## config.mk

```make
export PLATFORM = sky130hd
export DESIGN_NAME = fp_mul_pipe_flat
export DESIGN_NICKNAME = d
export VERILOG_FILES = /design/src/rtl/fp_mul_pipe_if.sv /design/src/rtl/fp_mul_pipe.sv /design/src/flat_wrapper.sv
export SDC_FILE = /design/constraint.sdc
export NUM_CORES = 2
export LEC_CHECK = 0
export BUFFER_PORTS_ARGS = -buffer_cell sky130_fd_sc_hd__buf_2
export CELL_PAD_IN_SITES_DETAIL_PLACEMENT = 1
export CELL_PAD_IN_SITES_GLOBAL_PLACEMENT = 1
export CORE_UTILIZATION = 35
export DETAILED_ROUTE_END_ITERATION = 16
export PLACE_DENSITY_LB_ADDON = 0.1
export SLEW_MARGIN = 10
export SYNTH_ARGS = -nofsm -noshare
export SYNTH_HDL_FRONTEND = slang
export SYNTH_SLANG_ARGS = --single-unit
```

## constraint.sdc

```tcl
create_clock -name clk -period 9 [get_ports clk]
set_input_delay 1.8 -clock clk [delete_from_list [all_inputs] [get_ports clk]]
set_output_delay 1.8 -clock clk [all_outputs]
set_load 0.05 [all_outputs]
```

## src/rtl/fp_mul_pipe_if.sv

```systemverilog
// Operand/result handshake bundle for fp_mul_pipe.
// The master side drives the operands and out_ready; the slave side is the multiplier.
interface fp_mul_pipe_if #(
   parameter int EXP_W = 8,
   parameter int MAN_W = 23
);
   localparam int W = 1 + EXP_W + MAN_W;

   logic         in_valid;
   logic         in_ready;
   logic [W-1:0] A;
   logic [W-1:0] B;
   logic         out_valid;
   logic         out_ready;
   logic [W-1:0] Result;
   logic         NaN;
   logic         flag_nv;
   logic         flag_of;
   logic         flag_uf;
   logic         flag_nx;

   modport master (
      output in_valid, A, B, out_ready,
      input  in_ready, out_valid, Result, NaN, flag_nv, flag_of, flag_uf, flag_nx
   );

   modport slave (
      input  in_valid, A, B, out_ready,
      output in_ready, out_valid, Result, NaN, flag_nv, flag_of, flag_uf, flag_nx
   );
endinterface

```

## src/rtl/fp_mul_pipe.sv

```systemverilog
// Fully pipelined floating-point multiplier, round-to-nearest-even, subnormals in/out as zero.
// Register levels: classify/exp-sum, mantissa product, normalise, round/pack (output).
module fp_mul_pipe #(
   parameter int EXP_W = 8,
   parameter int MAN_W = 23
) (
   input logic          clk,
   input logic          reset,
   fp_mul_pipe_if.slave bus
);
   localparam int W  = 1 + EXP_W + MAN_W;
   localparam int PW = 2 * MAN_W + 2;
   localparam int EW = EXP_W + 2;
   localparam logic signed [EW-1:0] BIAS    = EW'((1 << (EXP_W - 1)) - 1);
   localparam logic signed [EW-1:0] EXP_MAX = EW'((1 << EXP_W) - 1);
   localparam logic [W-1:0]         QNAN    = {1'b0, {EXP_W{1'b1}}, 1'b1, {(MAN_W - 1){1'b0}}};

   // One global stall freezes every stage, so ordering and occupancy are trivially preserved.
   logic stall;
   logic adv;
   assign stall        = bus.out_valid && !bus.out_ready;
   assign adv          = !stall;
   assign bus.in_ready = adv;

   logic [W-1:0]     op      [2];
   logic [EXP_W-1:0] op_exp  [2];
   logic [MAN_W:0]   op_man  [2];
   logic [1:0]       op_sign;
   logic [1:0]       is_nan;
   logic [1:0]       is_inf;
   logic [1:0]       is_zero;

   assign op[0] = bus.A;
   assign op[1] = bus.B;

   genvar gi;
   generate
      for (gi = 0; gi < 2; gi++) begin : g_unpack
         logic [EXP_W-1:0] e;
         logic [MAN_W-1:0] f;
         assign e           = op[gi][W-2:MAN_W];
         assign f           = op[gi][MAN_W-1:0];
         assign op_sign[gi] = op[gi][W-1];
         assign op_exp[gi]  = e;
         assign op_man[gi]  = {1'b1, f};
         assign is_nan[gi]  = (&e) && (|f);
         assign is_inf[gi]  = (&e) && !(|f);
         assign is_zero[gi] = (e == '0);
      end
   endgenerate

   logic                 s1_sign_c;
   logic                 s1_nv_c;
   logic                 s1_special_c;
   logic [W-1:0]         s1_spec_res_c;
   logic signed [EW-1:0] s1_exp_c;

   always_comb begin
      s1_sign_c     = op_sign[0] ^ op_sign[1];
      s1_nv_c       = (|is_nan) || (is_inf[0] && is_zero[1]) || (is_inf[1] && is_zero[0]);
      s1_special_c  = 1'b1;
      s1_spec_res_c = QNAN;
      s1_exp_c      = $signed({2'b00, op_exp[0]}) + $signed({2'b00, op_exp[1]}) - BIAS;
      if (s1_nv_c)
         s1_spec_res_c = QNAN;
      else if (|is_inf)
         s1_spec_res_c = {s1_sign_c, {EXP_W{1'b1}}, {MAN_W{1'b0}}};
      else if (|is_zero)
         s1_spec_res_c = {s1_sign_c, {(W - 1){1'b0}}};
      else
         s1_special_c = 1'b0;
   end

   logic                 s1_valid, s1_sign, s1_special, s1_nv;
   logic [W-1:0]         s1_spec_res;
   logic signed [EW-1:0] s1_exp;
   logic [MAN_W:0]       s1_man_a, s1_man_b;

   logic                 s2_valid, s2_sign, s2_special, s2_nv;
   logic [W-1:0]         s2_spec_res;
   logic signed [EW-1:0] s2_exp;
   logic [PW-1:0]        s2_prod;

   logic                 s3_valid, s3_sign, s3_special, s3_nv;
   logic [W-1:0]         s3_spec_res;
   logic signed [EW-1:0] s3_exp;
   logic [MAN_W:0]       s3_mant;
   logic                 s3_guard, s3_sticky;

   // Normalise: a product in [2,4) shifts right by one, i.e. the window is taken one bit higher.
   logic [PW-1:0]        norm_c;
   logic signed [EW-1:0] norm_exp_c;
   assign norm_c     = s2_prod[PW-1] ? s2_prod : (s2_prod << 1);
   assign norm_exp_c = s2_exp + EW'(s2_prod[PW-1]);

   logic                 round_up_c;
   logic [MAN_W+1:0]     man_sum_c;
   logic signed [EW-1:0] fin_exp_c;
   logic [W-1:0]         res_c;
   logic                 nan_c, nv_c, of_c, uf_c, nx_c;

   always_comb begin
      round_up_c = s3_guard && (s3_sticky || s3_mant[0]);
      man_sum_c  = {1'b0, s3_mant} + (MAN_W + 2)'(round_up_c);
      // A rounding carry leaves the low fraction bits zero, so only the exponent needs bumping.
      fin_exp_c  = s3_exp + EW'(man_sum_c[MAN_W+1]);
      res_c      = {s3_sign, fin_exp_c[EXP_W-1:0], man_sum_c[MAN_W-1:0]};
      nan_c      = 1'b0;
      nv_c       = 1'b0;
      of_c       = 1'b0;
      uf_c       = 1'b0;
      nx_c       = s3_guard || s3_sticky;
      if (s3_special) begin
         res_c = s3_spec_res;
         nan_c = s3_nv;
         nv_c  = s3_nv;
         nx_c  = 1'b0;
      end else if (fin_exp_c >= EXP_MAX) begin
         res_c = {s3_sign, {EXP_W{1'b1}}, {MAN_W{1'b0}}};
         of_c  = 1'b1;
         nx_c  = 1'b1;
      end else if (fin_exp_c[EW-1] || (fin_exp_c == '0)) begin
         res_c = {s3_sign, {(W - 1){1'b0}}};
         uf_c  = 1'b1;
         nx_c  = 1'b1;
      end
   end

   always_ff @(posedge clk or negedge reset) begin
      if (!reset) begin
         s1_valid    <= 1'b0; s1_sign <= 1'b0; s1_special <= 1'b0; s1_nv <= 1'b0;
         s1_spec_res <= '0;   s1_exp  <= '0;   s1_man_a   <= '0;   s1_man_b <= '0;
         s2_valid    <= 1'b0; s2_sign <= 1'b0; s2_special <= 1'b0; s2_nv <= 1'b0;
         s2_spec_res <= '0;   s2_exp  <= '0;   s2_prod    <= '0;
         s3_valid    <= 1'b0; s3_sign <= 1'b0; s3_special <= 1'b0; s3_nv <= 1'b0;
         s3_spec_res <= '0;   s3_exp  <= '0;   s3_mant    <= '0;
         s3_guard    <= 1'b0; s3_sticky <= 1'b0;
         bus.out_valid <= 1'b0;
         bus.Result    <= '0;
         bus.NaN       <= 1'b0;
         bus.flag_nv   <= 1'b0;
         bus.flag_of   <= 1'b0;
         bus.flag_uf   <= 1'b0;
         bus.flag_nx   <= 1'b0;
      end else if (adv) begin
         s1_valid    <= bus.in_valid;
         s1_sign     <= s1_sign_c;
         s1_special  <= s1_special_c;
         s1_nv       <= s1_nv_c;
         s1_spec_res <= s1_spec_res_c;
         s1_exp      <= s1_exp_c;
         s1_man_a    <= op_man[0];
         s1_man_b    <= op_man[1];

         s2_valid    <= s1_valid;
         s2_sign     <= s1_sign;
         s2_special  <= s1_special;
         s2_nv       <= s1_nv;
         s2_spec_res <= s1_spec_res;
         s2_exp      <= s1_exp;
         s2_prod     <= PW'(s1_man_a) * PW'(s1_man_b);

         s3_valid    <= s2_valid;
         s3_sign     <= s2_sign;
         s3_special  <= s2_special;
         s3_nv       <= s2_nv;
         s3_spec_res <= s2_spec_res;
         s3_exp      <= norm_exp_c;
         s3_mant     <= norm_c[PW-1 -: MAN_W+1];
         s3_guard    <= norm_c[MAN_W];
         s3_sticky   <= |norm_c[MAN_W-1:0];

         bus.out_valid <= s3_valid;
         if (s3_valid) begin
            bus.Result  <= res_c;
            bus.NaN     <= nan_c;
            bus.flag_nv <= nv_c;
            bus.flag_of <= of_c;
            bus.flag_uf <= uf_c;
            bus.flag_nx <= nx_c;
         end
      end
   end
endmodule
```

## src/flat_wrapper.sv

```systemverilog
// flat-port wrapper written by rule: the top's interface ports become plain ports
module fp_mul_pipe_flat 
#(
   parameter int EXP_W = 8,
   parameter int MAN_W = 23
)
  (clk, reset, bus_in_valid, bus_A, bus_B, bus_out_ready, bus_in_ready, bus_out_valid, bus_Result, bus_NaN, bus_flag_nv, bus_flag_of, bus_flag_uf, bus_flag_nx);
  fp_mul_pipe_if #(.EXP_W(EXP_W), .MAN_W(MAN_W)) bus_i ();
  input logic clk;
  input logic reset;
  input wire logic [$bits(bus_i.in_valid)-1:0] bus_in_valid;
  input wire logic [$bits(bus_i.A)-1:0] bus_A;
  input wire logic [$bits(bus_i.B)-1:0] bus_B;
  input wire logic [$bits(bus_i.out_ready)-1:0] bus_out_ready;
  output wire logic [$bits(bus_i.in_ready)-1:0] bus_in_ready;
  output wire logic [$bits(bus_i.out_valid)-1:0] bus_out_valid;
  output wire logic [$bits(bus_i.Result)-1:0] bus_Result;
  output wire logic [$bits(bus_i.NaN)-1:0] bus_NaN;
  output wire logic [$bits(bus_i.flag_nv)-1:0] bus_flag_nv;
  output wire logic [$bits(bus_i.flag_of)-1:0] bus_flag_of;
  output wire logic [$bits(bus_i.flag_uf)-1:0] bus_flag_uf;
  output wire logic [$bits(bus_i.flag_nx)-1:0] bus_flag_nx;
  assign bus_i.in_valid = bus_in_valid;
  assign bus_i.A = bus_A;
  assign bus_i.B = bus_B;
  assign bus_i.out_ready = bus_out_ready;
  assign bus_in_ready = bus_i.in_ready;
  assign bus_out_valid = bus_i.out_valid;
  assign bus_Result = bus_i.Result;
  assign bus_NaN = bus_i.NaN;
  assign bus_flag_nv = bus_i.flag_nv;
  assign bus_flag_of = bus_i.flag_of;
  assign bus_flag_uf = bus_i.flag_uf;
  assign bus_flag_nx = bus_i.flag_nx;
  fp_mul_pipe #(.EXP_W(EXP_W), .MAN_W(MAN_W)) u_core (.clk(clk), .reset(reset), .bus(bus_i));
endmodule
```

# --- Word level (Yosys, flattened, before mapping) ---
# Index checks and enable logic that the tools add are counted.
op_classes:
  n_addsub: 5
  n_mul: 1
  order_cmp: 1
  mux: 19
  n_bitwise: 2
  reduce_logical: 29
ops:
  columns: ["cell", "n"]
  rows:
  - ["two-way mux 32 bit", 4]
  - ["OR reduction 23 bit", 3]
  - ["two-way mux 31 bit", 2]
  - ["multiplier 24 x 24 -> 48 bit", 1]
  - ["two-way mux 48 bit", 1]
  - ["adder 24 x 1 -> 25 bit", 1]
  - ["adder 10 x 1 -> 10 bit", 2]
  - ["logical NOT 8 bit", 2]
  - ["AND reduction 8 bit", 2]
  - ["two-way mux 1 bit", 12]
  - ["greater-or-equal comparator 10 x 9 -> 1 bit (second input constant)", 1]
  - ["logical NOT 10 bit", 1]
  - ["subtractor 10 x 8 -> 10 bit (second input constant)", 1]
  - ["adder 8 x 8 -> 9 bit", 1]
  - ["logical AND 1 bit", 8]
  - ["OR reduction 2 bit", 3]
  - ["logical OR 1 bit", 5]
  - ["logical NOT 1 bit", 4]
  - ["AND reduction 2 bit", 1]
  - ["inverter 1 bit", 1]
  - ["bitwise XOR 1 bit", 1]
word_totals:
  regBits: 297
  word_cells: 87

# --- Longest topological paths before layout ---
depth:
  word_depth: 9
  depth_mapped: 27

# --- Worst setup path before layout ---
# Ideal clock, no wire load.
synth_path:
  kind: "register to register"
  start: "register u_core.s1_man_b[3]"
  end: "register u_core.s2_prod[34]"
  t_arrival_ns: 6.326
  slack_ns: 2.545
  stages_incl_launch_ff: 25
  n_path_buf: 2
  synth_period_minus_slack_ns: 6.455
  cell_sequence: "dfrtp_1 -> clkbuf_1 -> clkbuf_1 -> nand2_1 -> fa_1 -> inv_1 -> fa_1 -> inv_1 -> fa_1 -> fa_1 -> inv_1 -> fa_1 -> fa_1 -> inv_1 -> fa_1 -> inv_1 -> ha_1 -> a21oi_1 -> o21ai_0 -> nor4b_1 -> o21a_2 -> o21ai_1 -> a41oi_1 -> xor2_1 -> o21ai_1"
synth_via:
  elab_chain_cells: 1
synth_rtl:
  columns: ["item", "line_no", "source"]
  rows:
  - ["from (decl)", "fp_mul_pipe.sv:77", "logic [MAN_W:0] s1_man_a, s1_man_b;"]
  - ["from (signal assigned)", "fp_mul_pipe.sv:153", "s1_man_b <= op_man[1];"]
  - ["multiplier 24 x 24 -> 48 bit", "fp_mul_pipe.sv:161", "s2_prod <= PW'(s1_man_a) * PW'(s1_man_b);"]
  - ["to (signal assigned)", "fp_mul_pipe.sv:161", null]
  - ["to (decl)", "fp_mul_pipe.sv:82", "logic [PW-1:0] s2_prod;"]
# No other way between the ends.
# A chain may end at the register's enable or synchronous reset.

# --- Final worst setup path ---
layout_path:
  start: "register u_core.s1_man_a[14]"
  end: "register u_core.s2_prod[43]"
layout_via:
  elab_chain_cells: 1
layout_rtl:
  columns: ["item", "line_no", "source"]
  rows:
  - ["from (decl)", "fp_mul_pipe.sv:77", null]
  - ["from (signal assigned)", "fp_mul_pipe.sv:152", "s1_man_a <= op_man[0];"]
  - ["multiplier 24 x 24 -> 48 bit", "fp_mul_pipe.sv:161", null]
# No other way between the ends.

==> impl_results.rst <==
.. list-table::
   :header-rows: 1

   * - Metric
     - Value
   * - Path type of the worst setup path
     - reg2reg
   * - Post-Syn Area
     - ~28000 sq um
   * - Register clock-pin slew on the reported worst setup and hold paths
     - about 0.070 ns
   * - Most frequent cells in the layout
     - sky130_fd_sc_hd__nand2_1, sky130_fd_sc_hd__inv_1, sky130_fd_sc_hd__fa_1
   * - Die Area
     - 82400 sq um
   * - Number of flops mapped to enable cells by yosys
     - 0
   * - Cell taking the most area after synthesis
     - sky130_fd_sc_hd__fa_1
   * - Layout cell share with drive strength beyond 1
     - 6.94%
   * - Placed instance count
     - between 4000 and 5000
   * - Avg Cell Area, Syn
     - slightly below 9 sq um
   * - Status
     - finished clean
   * - Setup fix buffers added after clock tree synthesis
     - 0
   * - Most utilized layer in the global route result
     - met2
   * - Crit share post-route
     - between 90% and 100%
   * - Number of clock buffers inserted by TritonCTS
     - 29
   * - Synth Area in Simple Gates
     - between 15 and 20%
   * - Highest achievable clock rate
     - approximately 0.12 GHz
   * - Starting density of the core
     - 35.4%
   * - Setup slack after layout
     - around 0.38 ns
   * - Number of distinct standard cells referenced by the synthesized netlist
     - 73
   * - Data arrival at the endpoint of the critical path
     - roughly 9 ns
   * - Share of async-settable or async-resettable flops after synthesis
     - 100%
   * - Die extent in x
     - around 290 um
   * - HPWL Detailed
     - 70000 um
   * - Area added between synthesis and finish
     - 8.92%
   * - Post-synthesis share of cell area spent on full adders, half adders and majority gates
     - 42.3%
   * - First-pass GRT wire length
     - roughly 140000 um
   * - Clock sinks
     - 209
   * - Tmin final
     - between 8 and 9 ns
   * - Worst-case headroom to the max-slew limit
     - approximately a tenth
   * - Synth Warn #
     - 0
   * - Path type of the worst min-delay path
     - reg2reg
   * - Slew at the pin closest to its max-slew limit
     - 1.36 ns
   * - Clock tree root driver cell
     - sky130_fd_sc_hd__clkbuf_16
   * - Sum of overflow across all layers after global routing
     - 0
   * - Number of H-tree levels
     - 1
   * - Global Route met2 Usage
     - between 30% and 40%
   * - Critical Path Sink
     - u_core.s2_prod[43]
   * - Reg-to-Reg End
     - u_core.s2_prod[43]
   * - Setup slack of the most critical reg-to-reg path
     - ~0.38 ns
   * - Multiplexer share of the synthesized area
     - around 1%
   * - Crit path from
     - u_core.s1_man_a[14]
   * - Final setup violation count
     - 0
   * - Post-synthesis cell count
     - roughly 3200
   * - Vias/cell
     - 5.00
   * - First-pass DRT Iterations
     - 5
   * - Post-DRT Antenna Nets
     - 0
   * - Setup repair after global routing missed its margin
     - false
   * - Number of register bits inferred by synthesis
     - 209
   * - Port Buffers
     - roughly 110
   * - Worst slack after detailed placement
     - just under 0.7 ns
   * - Initial antenna violation count
     - 5
   * - Vias in the first global route
     - between 20000 and 25000
   * - Compound-Gate Fraction of Synth Area
     - 6.40%
   * - Worst r2r src
     - u_core.s1_man_a[14]
   * - Critical Path Fanout Max
     - 25
   * - Cts repair resizes
     - 0
   * - Count of maximum capacitance violations
     - 0
   * - Wirelength per Cell
     - between 20 and 25 um
   * - Total Routing Usage GR
     - around 23%
   * - Total DRC errors in the routed layout
     - 0
   * - Setup_tns
     - 0 ns
   * - Tightest hold margin
     - 0.447 ns
   * - Detailed Route Iter0 Violations
     - slightly above 1000
   * - Xor and xnor fraction of the mapped netlist area
     - around 2.6%
   * - Number of cells traversed by the worst register-to-register path
     - 22
   * - Share of Yosys cell area claimed by the top area cell type
     - 34.0%
   * - Largest net degree at the start of global routing
     - 190
   * - Crit path capture type
     - register
   * - Cell types occupying the most area after synthesis
     - sky130_fd_sc_hd__fa_1, sky130_fd_sc_hd__dfrtp_1, sky130_fd_sc_hd__nand2_1
   * - Slew Viols, Final
     - 0
   * - Hold-fix buffers, CTS
     - 0
   * - Sequential share of the synthesized area
     - roughly 18%
   * - Final hold vios
     - 0
   * - Main combinational cell family by area after synthesis
     - adder cells
   * - Number of buffers on the longest clock path
     - 3
   * - Commonest non-fill, non-tap cell in the layout
     - sky130_fd_sc_hd__nand2_1
   * - Die Y
     - ~290 um
   * - Final Instance Count excl. Fillers
     - between 4000 and 5000
   * - Wire length reported by the detailed router
     - 90600 um
   * - CTS tree
     - yes
   * - FILL cells
     - 9324
   * - Count of nets after finishing
     - slightly below 4000
   * - Final GP Congestion
     - 0.890
   * - Synthesized netlist net count
     - between 3000 and 4000
   * - GRT met3 Usage
     - approximately 2.7%
   * - Boundary Pins
     - around 110
   * - Primary flip-flop cell chosen by synthesis mapping
     - sky130_fd_sc_hd__dfrtp_1
   * - Grt met1 use
     - between 20% and 30%
   * - Setup skew after layout
     - 0.0390 ns
   * - Floorplan Core Area
     - 80400 sq um
   * - Clock Latency Late Sink
     - slightly above 0.6 ns
   * - Number of placement rows
     - roughly 100
   * - Routed via count
     - between 20000 and 25000
   * - Required time of the worst setup path
     - between 9 and 10 ns
   * - Startpoint Class
     - register
-- synthesized netlist by cell type, types with 6 or more instances --
cell / count
sky130_fd_sc_hd__and2_1: 310
sky130_fd_sc_hd__nor2_1: 79
sky130_fd_sc_hd__o21a_1: 7
sky130_fd_sc_hd__inv_1: 565
sky130_fd_sc_hd__o21ai_0: 74
sky130_fd_sc_hd__o31ai_1: 9
sky130_fd_sc_hd__o21bai_1: 10
sky130_fd_sc_hd__buf_2: 8
sky130_fd_sc_hd__xor2_1: 40
sky130_fd_sc_hd__nand2_1: 650
sky130_fd_sc_hd__ha_1: 189
sky130_fd_sc_hd__nor4_1: 22
sky130_fd_sc_hd__a21oi_1: 85
sky130_fd_sc_hd__dfrtp_1: 209
sky130_fd_sc_hd__and3_1: 12
sky130_fd_sc_hd__a31oi_1: 9
sky130_fd_sc_hd__fa_1: 483
sky130_fd_sc_hd__nand4_1: 28
sky130_fd_sc_hd__a21o_1: 16
sky130_fd_sc_hd__o21ai_1: 30
sky130_fd_sc_hd__mux2i_1: 27
sky130_fd_sc_hd__a221o_1: 7
sky130_fd_sc_hd__clkbuf_1: 133
sky130_fd_sc_hd__or3_1: 6
sky130_fd_sc_hd__xnor2_1: 44
sky130_fd_sc_hd__nor3_1: 21
sky130_fd_sc_hd__buf_1: 17
sky130_fd_sc_hd__nand3_1: 25
-- cells by family after synthesis --
kind of cell | Yosys count
XOR/XNOR | 84
multiplexers | 28
buffers and inverters | 728
AO/OA/AOI/OAI | 292
flip-flops | 209
AND/OR/NAND/NOR | 1182
adder cells (fa/ha/maj) | 672
-- critical path, cell delays in order, from the launching register on --
cell,delay (ns)
sky130_fd_sc_hd__dfrtp_1,1.16
sky130_fd_sc_hd__nand2_1,0.19
sky130_fd_sc_hd__fa_1,0.59
sky130_fd_sc_hd__inv_1,0.05
sky130_fd_sc_hd__fa_1,0.47
sky130_fd_sc_hd__inv_1,0.08
sky130_fd_sc_hd__fa_1,0.54
sky130_fd_sc_hd__fa_1,0.53
sky130_fd_sc_hd__inv_1,0.06
sky130_fd_sc_hd__fa_1,0.50
sky130_fd_sc_hd__fa_1,0.50
sky130_fd_sc_hd__inv_1,0.05
sky130_fd_sc_hd__fa_1,0.48
sky130_fd_sc_hd__inv_1,0.05
sky130_fd_sc_hd__ha_1,0.39
sky130_fd_sc_hd__a21oi_1,0.25
sky130_fd_sc_hd__a21oi_1,0.10
sky130_fd_sc_hd__a211oi_1,0.86
sky130_fd_sc_hd__nand2_1,0.26
sky130_fd_sc_hd__a21oi_1,0.53
sky130_fd_sc_hd__o211ai_1,0.25
sky130_fd_sc_hd__a311oi_1,0.42
sky130_fd_sc_hd__o21ai_1,0.12
-- cell type report --
cell class / instances / area [sq um] / share of cell area, %
tap: 1060 / 1330 / 4.28
sequential: 209 / 5240 / 16.9
clock buffer: 41 / 841 / 2.72
inverter: 565 / 2130 / 6.86
antenna: 2 / 5.00 / 0.0162
multi-input combinational: 2258 / 20500 / 66.1
clock inverter: 12 / 138 / 0.444
timing repair buffer: 144 / 838 / 2.71
-- layer usage --
layer | up-vias | routed length, um | part of all wire (%)
met5 | - | 10 | 0.011
met4 | 2 | 3060 | 3.4
met3 | 117 | 3080 | 3.4
met2 | 321 | 45100 | 50
met1 | 11300 | 39300 | 43
li1 | 9745 | - | -
-- stage by stage --
stage	util, %	instance area, sq um
2_1_floorplan	-	28400
3_3_place_gp	37.3	30000
3_5_place_dp	37.3	30000
4_1_cts	38.5	31000
5_1_grt	38.5	31000
6_report	38.5	31000
-- how the worst min path moves through the flow --
stage                            end  cells after the start             start
detailed placement   u_core.s2_valid                      2   u_core.s2_valid
finish                u_core.s3_sign                      2    u_core.s2_sign
CTS                   u_core.s3_sign                      2    u_core.s2_sign
global placement      u_core.s3_sign                      2    u_core.s3_sign
global route          u_core.s3_sign                      2    u_core.s3_sign
floorplan           u_core.s2_exp[8]                      2  u_core.s1_exp[8]
-- registers in the layout (all words and copies together) (netlist names), 3 cells and up --
signal / cells
u_core.s2_prod: 48
u_core.bus.Result: 32
u_core.s1_man_b: 24
u_core.s3_mant: 24
u_core.s1_man_a: 23
u_core.s1_exp: 10
u_core.s2_exp: 10
u_core.s3_exp: 10
u_core.s1_spec_res: 3
u_core.s2_spec_res: 3
u_core.s3_spec_res: 3
Power is not shown: default switching activity piles up to over one toggle a cycle in this logic, so the estimate is an artifact.
